<file path="config.mk">
export PLATFORM = sky130hd
export DESIGN_NAME = bcd_to_binary
export DESIGN_NICKNAME = d
export VERILOG_FILES = /design/src/rtl/bcd_conv_pkg.sv /design/src/rtl/bcd_digit_adjust.sv /design/src/rtl/bcd_to_binary.sv
export SDC_FILE = /design/constraint.sdc
export NUM_CORES = 1
export LEC_CHECK = 0
export ABC_AREA = 0
export ABC_CLOCK_PERIOD_IN_PS = 1600
export BUFFER_PORTS_ARGS = -buffer_cell sky130_fd_sc_hd__buf_2
export CORE_MARGIN = 8
export CORE_UTILIZATION = 55
export CTS_CLUSTER_SIZE = 20
export DETAILED_ROUTE_END_ITERATION = 12
export PLACE_DENSITY_LB_ADDON = 0.2
export SLEW_MARGIN = 5
export SYNTH_ARGS = -nofsm -noshare
export SYNTH_HDL_FRONTEND = slang
export SYNTH_HIERARCHICAL = 1
export SYNTH_SLANG_ARGS = --single-unit
</file>
<file path="constraint.sdc">
create_clock -name clock -period 1.6 [get_ports clock]
set_clock_uncertainty 0.2 [all_clocks]
set_input_delay 0.4 -clock clock [delete_from_list [all_inputs] [get_ports clock]]
set_output_delay 0.4 -clock clock [all_outputs]
set_load 0.03 [all_outputs]
</file>
<file path="src/rtl/bcd_conv_pkg.sv">
// Shared constants, FSM state encoding and digit-validity helper for the
// three-digit BCD to 8-bit binary converter.
package bcd_conv_pkg;

  localparam int DIGITS     = 3;
  localparam int BCD_W      = 12;
  localparam int BIN_W      = 8;
  localparam int ITERATIONS = 8;
  localparam int CNT_W      = 3;

  localparam logic [1:0] IDLE  = 2'd0;
  localparam logic [1:0] SHIFT = 2'd1;
  localparam logic [1:0] DONE  = 2'd2;

  function automatic logic any_digit_invalid(input logic [BCD_W-1:0] b);
    logic bad;
    bad = 1'b0;
    for (int i = 0; i < DIGITS; i++) begin
      if (b[4*i +: 4] > 4'd9) bad = 1'b1;
    end
    return bad;
  endfunction

endpackage

</file>
<file path="src/rtl/bcd_digit_adjust.sv">
// One nibble of the reverse double-dabble correction: a digit that received
// the shifted-in bit (worth 8, really 5) is pulled back down by 3.
module bcd_digit_adjust (
  input  logic [3:0] digit_i,
  output logic [3:0] digit_o
);

  assign digit_o = (digit_i >= 4'd8) ? (digit_i - 4'd3) : digit_i;

endmodule

</file>
<file path="src/rtl/bcd_to_binary.sv">
// Serial BCD (3 digits) to 8-bit binary converter, reverse double dabble.
// Define BCD_TO_BINARY_RANGE_CHECK_EN to drive error from digit/overflow checks.
module bcd_to_binary
  import bcd_conv_pkg::*;
(
  input  logic        clock,
  input  logic        reset,
  input  logic        start,
  input  logic [11:0] bcd,
  output logic [7:0]  bin,
  output logic        busy,
  output logic        done,
  output logic        error
);

  logic [1:0]       state_q, state_d;
  logic [BCD_W-1:0] digits_q, digits_d;
  logic [BIN_W-1:0] result_q, result_d;
  logic [CNT_W-1:0] cnt_q, cnt_d;
  logic [BIN_W-1:0] bin_q, bin_d;
  logic             done_q, done_d;
  logic             error_q, error_d;

  logic [BCD_W+BIN_W-1:0] shifted;
  logic [BCD_W-1:0]       adj_digits;
  logic                   check_err;

  assign shifted = {digits_q, result_q} >> 1;

  for (genvar g = 0; g < DIGITS; g++) begin : g_adj
    bcd_digit_adjust u_adj (
      .digit_i (shifted[BIN_W + 4*g +: 4]),
      .digit_o (adj_digits[4*g +: 4])
    );
  end

`ifdef BCD_TO_BINARY_RANGE_CHECK_EN
  logic inv_q, inv_d;

  always_comb begin
    inv_d = inv_q;
    if (state_q == IDLE && start) inv_d = any_digit_invalid(bcd);
  end

  always_ff @(posedge clock) begin
    if (reset) inv_q <= 1'b0;
    else       inv_q <= inv_d;
  end

  // Leftover digit weight after the final shift means the value exceeded 255.
  assign check_err = inv_q | (adj_digits != '0);
`else
  assign check_err = 1'b0;
`endif

  always_comb begin
    state_d  = state_q;
    digits_d = digits_q;
    result_d = result_q;
    cnt_d    = cnt_q;
    bin_d    = bin_q;
    error_d  = error_q;
    done_d   = 1'b0;
    case (state_q)
      IDLE: begin
        if (start) begin
          digits_d = bcd;
          result_d = '0;
          cnt_d    = '0;
          state_d  = SHIFT;
        end
      end
      SHIFT: begin
        digits_d = adj_digits;
        result_d = shifted[BIN_W-1:0];
        cnt_d    = cnt_q + 1'b1;
        if (cnt_q == CNT_W'(ITERATIONS - 1)) begin
          state_d = DONE;
          bin_d   = shifted[BIN_W-1:0];
          error_d = check_err;
          done_d  = 1'b1;
        end
      end
      DONE:    state_d = IDLE;
      default: state_d = IDLE;
    endcase
  end

  always_ff @(posedge clock) begin
    if (reset) begin
      state_q  <= IDLE;
      digits_q <= '0;
      result_q <= '0;
      cnt_q    <= '0;
      bin_q    <= '0;
      done_q   <= 1'b0;
      error_q  <= 1'b0;
    end else begin
      state_q  <= state_d;
      digits_q <= digits_d;
      result_q <= result_d;
      cnt_q    <= cnt_d;
      bin_q    <= bin_d;
      done_q   <= done_d;
      error_q  <= error_d;
    end
  end

  assign bin   = bin_q;
  assign busy  = (state_q == SHIFT);
  assign done  = done_q;
  assign error = error_q;

endmodule

</file>
== After elaboration in Yosys (flattened, before gate mapping) ==
Index checks and enable logic that the tools add are counted.

* Register bits after elaboration: 34
* Input bits: 15

* Add/subtract/negate cells: 4
* Magnitude comparators: 3
* Equal/unequal tests: 4
* Multiplexer cells: 13
* Bitwise gates (word level): 1
* Reduce and logical (&&, ||, !) cells: 6

{| class="wikitable"
|+ Operators by type and width
! kind !! number
|-
| $pmux W12 S2 || 1
|-
| $pmux W8 S2 || 1
|-
| $mux W12 || 1
|-
| $mux W4 || 3
|-
| $ge A4 B4 Y1 const B || 2
|-
| $mux W8 || 1
|-
| $sub A4 B2 Y4 const B || 2
|-
| $pmux W3 S2 || 1
|-
| $reduce_and A2 Y1 || 3
|-
| $ge A3 B4 Y1 const B || 1
|-
| $mux W2 || 2
|-
| $pmux W2 S2 || 1
|-
| $sub A3 B2 Y4 const B || 1
|-
| $add A3 B1 Y3 const B || 1
|-
| $eq A3 B3 Y1 const B || 1
|-
| $mux W3 || 1
|-
| $eq A2 B1 Y1 const B || 1
|-
| $logic_not A2 Y1 || 1
|-
| $ne A2 B1 Y1 const B || 1
|-
| $ne A2 B2 Y1 const B || 1
|-
| $reduce_bool A2 Y1 || 1
|-
| $reduce_or A2 Y1 || 1
|-
| $mux W1 || 1
|-
| $not A1 Y1 || 1
|}

== Depth between registers and ports, before layout ==
Gate-level depths: netlist of the first run.

* Depth after elaboration: 3
* Depth in mapped cells: 7

== By module ==
The synthesis of the first run kept the hierarchy.

{| class="wikitable"
|+ By module, submodules not included
! module !! times used !! cells an instance !! area each (um2) !! sequential area each (um2)
|-
| bcd_to_binary || 1 || 140 || 1,335.0 || 660.6
|-
| bcd_digit_adjust || 3 || 11 || 76.3 || 0.0
|}

== Worst setup path after synthesis of the first run ==
OpenSTA, ideal clock, no wires.

* Path type: register to register
* Start: reg cnt_q[0]
* End: reg bin_q[0] (netlist: bin[0])
* Library setup time: 0.070 ns
* Arrival time: 1.175 ns
* Required time: 1.330 ns
* Setup slack: 0.154 ns
* Cell stages (with the launch flop): 7
* Buffers on the path: 1
* Cell sequence: dfxtp_1 -> ha_1 -> ha_1 -> buf_2 -> nand3b_2 -> nand2_1 -> a21oi_1

* Longest elaborated chain between the ends: 2

{| class="wikitable"
|+ Ends and longest elaborated chain
! what !! line !! source
|-
| from (decl) || bcd_to_binary.sv:19 || <nowiki>logic [CNT_W-1:0] cnt_q, cnt_d;</nowiki>
|-
| from (signal assigned) || bcd_to_binary.sv:102 || <nowiki>cnt_q <= cnt_d;</nowiki>
|-
| $eq A3 B3 Y1 || bcd_to_binary.sv:77 || <nowiki>if (cnt_q == CNT_W'(ITERATIONS - 1)) begin</nowiki>
|-
| $reduce_and A2 Y1 (no line) || -- ||
|-
| to (signal assigned) || bcd_to_binary.sv:103 || <nowiki>bin_q <= bin_d;</nowiki>
|-
| to (decl) || bcd_to_binary.sv:20 || <nowiki>logic [BIN_W-1:0] bin_q, bin_d;</nowiki>
|}

Every way passes these cells.
A chain may end at the register's enable or synchronous reset.

== Worst setup path after layout of the first run ==
* Start: reg state_q[0]
* End: out busy

* Longest elaborated chain between the ends: 1

{| class="wikitable"
|+ Ends and longest elaborated chain
! what !! line !! source
|-
| from (decl) || bcd_to_binary.sv:16 || <nowiki>logic [1:0] state_q, state_d;</nowiki>
|-
| from (signal assigned) || bcd_to_binary.sv:99 || <nowiki>state_q <= state_d;</nowiki>
|-
| $eq A2 B1 Y1 || bcd_to_binary.sv:110 || <nowiki>assign busy = (state_q == SHIFT);</nowiki>
|-
| to (decl) || bcd_to_binary.sv:11 || <nowiki>output logic busy,</nowiki>
|}

Every way passes these cells.

==> Flow_metrics.wiki, run 1 <==
{| class="wikitable"
! Metric !! Value
|-
| Largest net degree at the start of global routing || 31
|-
| Most area-hungry cell type in the Yosys netlist || sky130_fd_sc_hd__dfxtp_1
|-
| Die Area || 4806 µm²
|-
| First-pass GRT wire length || between 5 and 6 mm
|-
| Count of standard-cell rows || 19
|-
| Initial antenna violation count || 0
|-
| Post-Syn Instances || 173
|-
| Clock transition at the registers of the reported paths || 100 ps
|-
| Final Max Slew Viols || 0
|-
| Top cells by area, synth || sky130_fd_sc_hd__dfxtp_1 42%, sky130_fd_sc_hd__a21oi_1 7.4%, sky130_fd_sc_hd__o221a_2 7.2%, sky130_fd_sc_hd__ha_1 6.4%, sky130_fd_sc_hd__inv_1 4.6%
|-
| CP Launch Type || register
|-
| Post-detailed-route DRC marker count || 0
|-
| Post-synthesis register bit count || 33
|-
| Total routing usage reported by global routing || 0.1379
|-
| Max VDD drop || 0.7439 mV
|-
| Max frequency || approximately 640 MHz
|-
| Worst path setup slack after routing || 40.72 ps
|-
| Arrival time of the worst setup path || between 900 and 1000 ps
|-
| Setup repair after global routing missed its margin || yes
|-
| Worst min path class || in -> reg
|-
| Layout fillers || approximately 240
|-
| Depth of the CTS H-tree || 2
|-
| Number of buffers added on ports || 24
|-
| Final setup viols || 0
|-
| Initial core utilization || 0.5721
|-
| Vias in the first global route || 1291
|-
| Launching point of the worst reg2reg path || cnt_q[0]
|-
| Worst setup slack for register-to-register paths || 120 ps
|-
| Power density relative to cell area || 906.4 nW/µm²
|-
| Die Height || 69.33 µm
|-
| Most common flop cell mapped by yosys || sky130_fd_sc_hd__dfxtp_1
|-
| Yosys cell types || 29
|-
| Hold_sp || bcd[8]
|-
| Worst setup slack before clock tree synthesis || between 20 and 25 ps
|-
| Asr flop ratio synth || 0
|-
| Number of buffers added by the clock tree synthesis step || 5
|-
| Hold violation total from the final report || 0
|-
| Count of yosys warnings during synthesis || 6
|-
| Maximum capacitance violations || 0
|-
| Status || finished, final reports clean
|-
| Deepest clock path buffer count || 2
|-
| Layout net count || around 230
|-
| Ports || 26
|-
| CTS root buffer || sky130_fd_sc_hd__clkbuf_4
|-
| Average wire per cell in the routed design || approximately 14 µm
|-
| Proportion of layout cells with a drive suffix above 1 || 0.2772
|-
| Top cells by instance count after synthesis || 33 x sky130_fd_sc_hd__dfxtp_1, 23 x sky130_fd_sc_hd__a21oi_1, 19 x sky130_fd_sc_hd__inv_1, 14 x sky130_fd_sc_hd__nor2_1, 12 x sky130_fd_sc_hd__nand2_1
|-
| Vias after detailed routing || 1274
|-
| Number of synthesized flops with an enable pin || 0
|-
| Starting DRC count in detailed routing || 61
|-
| Per-cell via count in the routed design || 5.468
|-
| Type of the worst setup path || reg -> out
|-
| Average cell area after synthesis || 9.040 µm²
|-
| Leakage component of the power || between 0.7 and 0.8 nW
|-
| Overflow left after global routing || 0
|-
| Die width || 69.33 µm
|-
| Count of hold buffers inserted by post-cts repair || 0
|-
| Antenna diodes || 0
|-
| Clock period minus final worst setup slack || around 1600 ps
|-
| Cell area after synthesis || 1564 µm²
|-
| Worst hold margin || 138.8 ps
|-
| Area share of the largest cell type after synthesis || 0.4224
|-
| Number of sinks on the clock net || 33
|-
| Later-pin clock latency in the skew report || 330 ps
|-
| Total detailed-routing wirelength || around 3.2 mm
|-
| Worst-case hold path end point || digits_q[8]
|-
| Core region area || 2734 µm²
|-
| Hold-critical path depth || 2
|-
| CP max FO || 2
|-
| Type of element capturing the critical path || primary output
|-
| CTS tree || built
|-
| Share of synthesized area occupied by flip-flops and latches || 0.4224
|-
| Required time of the critical path || 1000 ps
|-
| Routed Antenna Nets || 0
|-
| HPWL after DPL || 2.224 mm
|-
| Worst reg-to-reg path cell count || 6
|-
| Final weighted congestion in routability-driven placement || 0.7667
|-
| Number of search-and-repair iterations in the first detailed-routing pass || 4
|-
| Share of the clock period used by the worst path || 0.9745
|-
| Dominant cell by count in the synthesized netlist || sky130_fd_sc_hd__dfxtp_1
|-
| Area growth from synthesis to layout || 13.20%
|-
| Worst r2r dst || state_q[0]
|}
layout by cell type (no fill, tap or decap), drive strengths merged:
master,synthesis,final
nor3,1,1
nand2,12,12
nand3,8,8
nor2,15,15
o21ai,3,3
inv,19,19
xor2,3,3
nor2b,4,4
a21oi,23,23
o21bai,1,1
buf,8,29
mux2i,1,1
conb,1,6
a211oi,1,1
o221a,12,12
clkbuf,4,7
xnor2,3,3
nand3b,1,1
a22oi,9,9
dfxtp,33,33
ha,8,8
nand2b,3,3
registers in the layout, summed over array words and instances, names as in the netlist:
register  count
bin           8
cnt_q         3
digits_q     12
done          1
result_q      7
state_q       2
metrics by stage:
stage	cell area, µm²	setup TNS [ps]	utilization	cells	power, W
after floorplan	1583	0	-	178	0.001102
after global placement	1667	0	0.6096	224	0.001129
after detailed placement	1667	0	0.6096	224	0.001143
after CTS	1740	0	0.6366	232	0.001614
after global routing	1770	-33.85	0.6476	233	0.001686
final	1770	0	0.6476	233	0.001605
cell families after synthesis:
group | Yosys count | synth area share
AO/OA/AOI/OAI | 49 | 0.2280
AND/OR/NAND/NOR | 44 | 0.1352
flip-flops | 33 | 0.4224
buffers and inverters | 31 | 0.1080
adder cells (fa/ha/maj) | 8 | 0.06400
XOR/XNOR | 6 | 0.03361
other | 1 | 0.002398
multiplexers | 1 | 0.006400
worst max-delay path, cell delays in order (launching register included):
cell                      delay, ps
sky130_fd_sc_hd__dfxtp_4        350
sky130_fd_sc_hd__nor2b_4        140
sky130_fd_sc_hd__buf_6          140
power by group:
group / switching, W / total (W) / leakage (nW) / internal, W
clock network: 0.000265 / 0.000472 / 0.0314 / 0.000207
registers: 0.0000424 / 0.000900 / 0.272 / 0.000857
logic: 0.000126 / 0.000233 / 0.493 / 0.000107
layout make-up:
class / count / area [µm²] / area share
flip-flops and latches: 33 / 671.9 / 0.3795
repair buffers: 29 / 163.9 / 0.09258
clock buffers: 7 / 55.05 / 0.03110
inverters: 19 / 71.32 / 0.04028
multi-input cells: 114 / 769.5 / 0.4346
well taps: 31 / 38.79 / 0.02191
metal layers:
layer	share of wire	GRT usage
met5	0	0
met4	0.0096	0.05923
met3	0.054	0.04578
met2	0.50	0.2285
met1	0.44	0.1569
worst max path at each step:
stage | start | to | slack (ps)
detailed placement | start | digits_q[3] | 20
finish | state_q[0] | busy | 40
CTS | state_q[0] | busy | 20
floorplan | cnt_q[0] | bin[0] | 150
global placement | start | digits_q[10] | 80
global route | cnt_q[0] | state_q[0] | -20
timing repair:
item	in CTS	in global routing
endpoints found under the setup margin	1	15
resized for setup	5	7
setup buffers	1	1
(Power assumes the default switching activity.)
==> run 2: changes to the inputs <==
--- a/config.mk
+++ b/config.mk
@@ -8,6 +8,7 @@
 export ABC_AREA = 0
 export ABC_CLOCK_PERIOD_IN_PS = 1600
 export BUFFER_PORTS_ARGS = -buffer_cell sky130_fd_sc_hd__buf_2
+export CORE_ASPECT_RATIO = 1.25
 export CORE_MARGIN = 8
 export CORE_UTILIZATION = 55
 export CTS_CLUSTER_SIZE = 20
==> run 2 against run 1 <==
Sequential cell count is the same; non-clock buffer count grew 1; via count decreased by 0.55%; clock power rose by 39%; worst setup slack worse by 32 ps; count of clock-buffer cells in the layout did not move; combinational power is 3% higher; first-iteration DRC count up 36%; critical path depth unchanged; routed wire length increased by 3.4%; sequential share of layout area shrank 0.54 points; die area grew 0.22%.
==> Flow_metrics.wiki, run 2 (synthesis gave the netlist of run 1 again) <==
{| class="wikitable"
! Metric !! Value
|-
| Final instance area || 1799 µm² (+1.6%)
|-
| Status || finished, final reports clean
|-
| Initial antenna violation count || 0 (unchanged)
|-
| Worst min path class || in -> reg
|-
| Final setup viols || 0 (unchanged)
|-
| Vias after detailed routing || 1267 (-0.55%)
|-
| Most common library cell in the layout ignoring fill and taps || sky130_fd_sc_hd__dfxtp_1
|-
| Hold violation total from the final report || 0 (unchanged)
|-
| Number of logic stages on the critical path including buffering || 2 (unchanged)
|-
| Clock transition at the registers of the reported paths || 100 ps (about the same)
|-
| Worst setup slack for register-to-register paths || 80 ps (-40 ps)
|-
| Die Height || 75.62 µm (+9.1%)
|-
| Count of hold buffers inserted by post-cts repair || 0 (unchanged)
|-
| Max reg flops || 12 (unchanged)
|-
| HPWL after DPL || 2.362 mm (+6.2%)
|-
| Slowest Stage Delay on Critical Path || 380 ps (+30 ps)
|-
| Footprint of the flip-flops and latches || 673.1 µm² (+0.19%)
|-
| Layer with the highest usage after global routing || met2
|-
| Largest net degree at the start of global routing || 22 (-29%)
|-
| Share of the clock period used by the worst path || 0.9944 (+0.01987)
|-
| Number of sinks on the clock net || 33 (unchanged)
|-
| Maximum capacitance violations || 0 (unchanged)
|-
| First-pass GRT wire length || 5.540 mm (-2.2%)
|-
| Slew @ Worst Pin || 536.9 ps
|-
| Worst reg-to-reg path cell count || 4 (-2)
|-
| Total routing usage reported by global routing || 0.1435 (+0.005664)
|-
| Met2 GRT Util || 0.2528 (+0.02434)
|-
| Final weighted congestion in routability-driven placement || 0.7840 (+2.3%)
|-
| Die width || 63.70 µm (-8.1%)
|-
| CP max FO || 6 (+4)
|-
| Worst-case headroom to the max-slew limit || 0.6417
|-
| Overflow left after global routing || 0 (unchanged)
|-
| Depth of the CTS H-tree || 2 (unchanged)
|-
| Average wire per cell in the routed design || 13.96 µm (+1.2%)
|-
| Vias in the first global route || 1255 (-2.8%)
|-
| Setup repair after global routing missed its margin || yes
|-
| Leakage component of the power || 0.7879 nW (-1.0%)
|-
| Number of search-and-repair iterations in the first detailed-routing pass || 4 (unchanged)
|-
| Core region area || 2706 µm² (-1.0%)
|-
| Post-detailed-route DRC marker count || 0 (unchanged)
|-
| Kind of cell adding the most delay to the critical path || flip-flops
|-
| Routed Antenna Nets || 0 (unchanged)
|-
| Launching point of the worst reg2reg path || state_q[0]
|-
| Proportion of layout cells with a drive suffix above 1 || 0.2892 (+0.01199)
|-
| Sum of buffers and inverters on the critical path || 1 (unchanged)
|-
| Clock period minus final worst setup slack || 1591 ps (+31.79 ps)
|-
| Max frequency || 628.5 MHz (-2.0%)
|-
| Met1 usage || 0.1473 (-0.009615)
|-
| Hold-critical path depth || 2 (unchanged)
|-
| Later-pin clock latency in the skew report || 340 ps (about the same)
|-
| Number of buffers added by the clock tree synthesis step || 5 (unchanged)
|-
| Max VDD drop || 0.7494 mV (+0.74%)
|-
| Required time of the critical path || 1000 ps (about the same)
|-
| Source of the critical timing path || state_q[1]
|-
| Die Area || 4817 µm² (+0.22%)
|-
| Ports || 26 (unchanged)
|-
| Global-route track usage on met3 || 0.06029 (+0.01451)
|-
| Per-cell via count in the routed design || 5.324 (-2.6%)
|-
| Antenna diodes || 0 (unchanged)
|-
| Final Max Slew Viols || 0 (unchanged)
|-
| Placed instance area || 1678 µm² (+0.68%)
|-
| CTS root buffer || sky130_fd_sc_hd__clkbuf_4
|-
| CP max-delay cell || sky130_fd_sc_hd__dfxtp_4
|-
| Worst r2r dst || digits_q[6]
|-
| CTS tree || built
|-
| CP Launch Type || register
|-
| Arrival time of the worst setup path || 990 ps (+30 ps)
|-
| Total power draw || 0.001798 W (+12%)
|-
| Type of the worst setup path || reg -> out
|-
| Endpoint of the most critical setup path || busy
|-
| Cell breakdown of the critical path || nor2b_4 -> buf_6
|-
| Type of element capturing the critical path || primary output
|-
| Deepest clock path buffer count || 2 (unchanged)
|-
| Register name with the most flops || digits_q
|-
| Layout fillers || 232 (-2.9%)
|-
| Total detailed-routing wirelength || 3.323 mm (+3.4%)
|-
| Power density relative to cell area || 999.6 nW/µm² (+10%)
|-
| Area growth from synthesis to layout || 15.04%
|-
| Layout net count || 226 (+0.44%)
|-
| Most frequent cells in the layout || 27 x sky130_fd_sc_hd__dfxtp_1, 23 x sky130_fd_sc_hd__a21oi_1, 23 x sky130_fd_sc_hd__buf_2
|-
| Count of standard-cell rows || 21 (+2)
|-
| Starting DRC count in detailed routing || 83 (+36%)
|-
| Total area of multi-input combinational cells || 755.7 µm² (-1.8%)
|-
| Number of buffers added on ports || 24 (unchanged)
|-
| Initial core utilization || 0.5779 (+0.005819)
|}
==> run 2: worst min-delay path by stage <==
stage / start / endpoint / slack [ps]
floorplan: result_q[1] / bin[0] / 240
global placement: bin[6] / bin[6] / 240
detailed placement: bin[2] / bin[2] / 250
CTS: bcd[2] / digits_q[2] / 110
global route: bcd[2] / digits_q[2] / 100
finish: bcd[2] / digits_q[2] / 120
==> run 2: layout make-up <==
cell class | instances | share of cell area
clock inverter | 1 | 0.01669
sequential | 33 | 0.3741
tap | 34 | 0.02364
timing repair buffer | 30 | 0.09527
multi-input combinational | 114 | 0.4200
clock buffer | 7 | 0.03060
inverter | 19 | 0.03964
==> run 2: power by group <==
part	total [W]	internal [W]	switching [W]	leakage, nW
combinational	0.000239	0.000111	0.000128	0.470
clock	0.000658	0.000373	0.000285	0.0455
sequential	0.000902	0.000858	0.0000438	0.272
total	0.00180	0.00134	0.000457	0.788
==> run 2: through the flow <==
stage / util / setup TNS (ps) / setup WS, ps / instances / hold WS, ps
6_report: 0.6648 / 0 / 8.934 / 238 / 120.9
5_1_grt: 0.6648 / -43.13 / -39.74 / 238 / 100.8
4_1_cts: 0.6620 / 0 / 1.793 / 238 / 111.7
3_5_place_dp: 0.6200 / 0 / 21.41 / 228 / 248.5
3_3_place_gp: 0.6200 / 0 / 80.44 / 228 / 244.2
2_1_floorplan: - / 0 / 154.2 / 178 / 243.4
==> run 2: repair_timing <==
action                     CTS  global route
buffers inserted             2             0
setup endpoints to repair    1             6
hold endpoints to repair     0             0
gates cloned                 0             0
resized for setup            6             5
==> run 2: layer usage <==
metal  vias up  wire length [µm]
met1       588              1424
met3         7               219
met5         -                 0
met2        31              1626
met4         0                52
li1        641                 -
==> run 2: worst register-to-register path: cells and delay by family, from the launching register on <==
kind	cells	cell delay (ps)
and+or+nand+nor	2	480
DFF	1	350
AOI/OAI and AO/OA	1	310
buffers and inverters	1	140
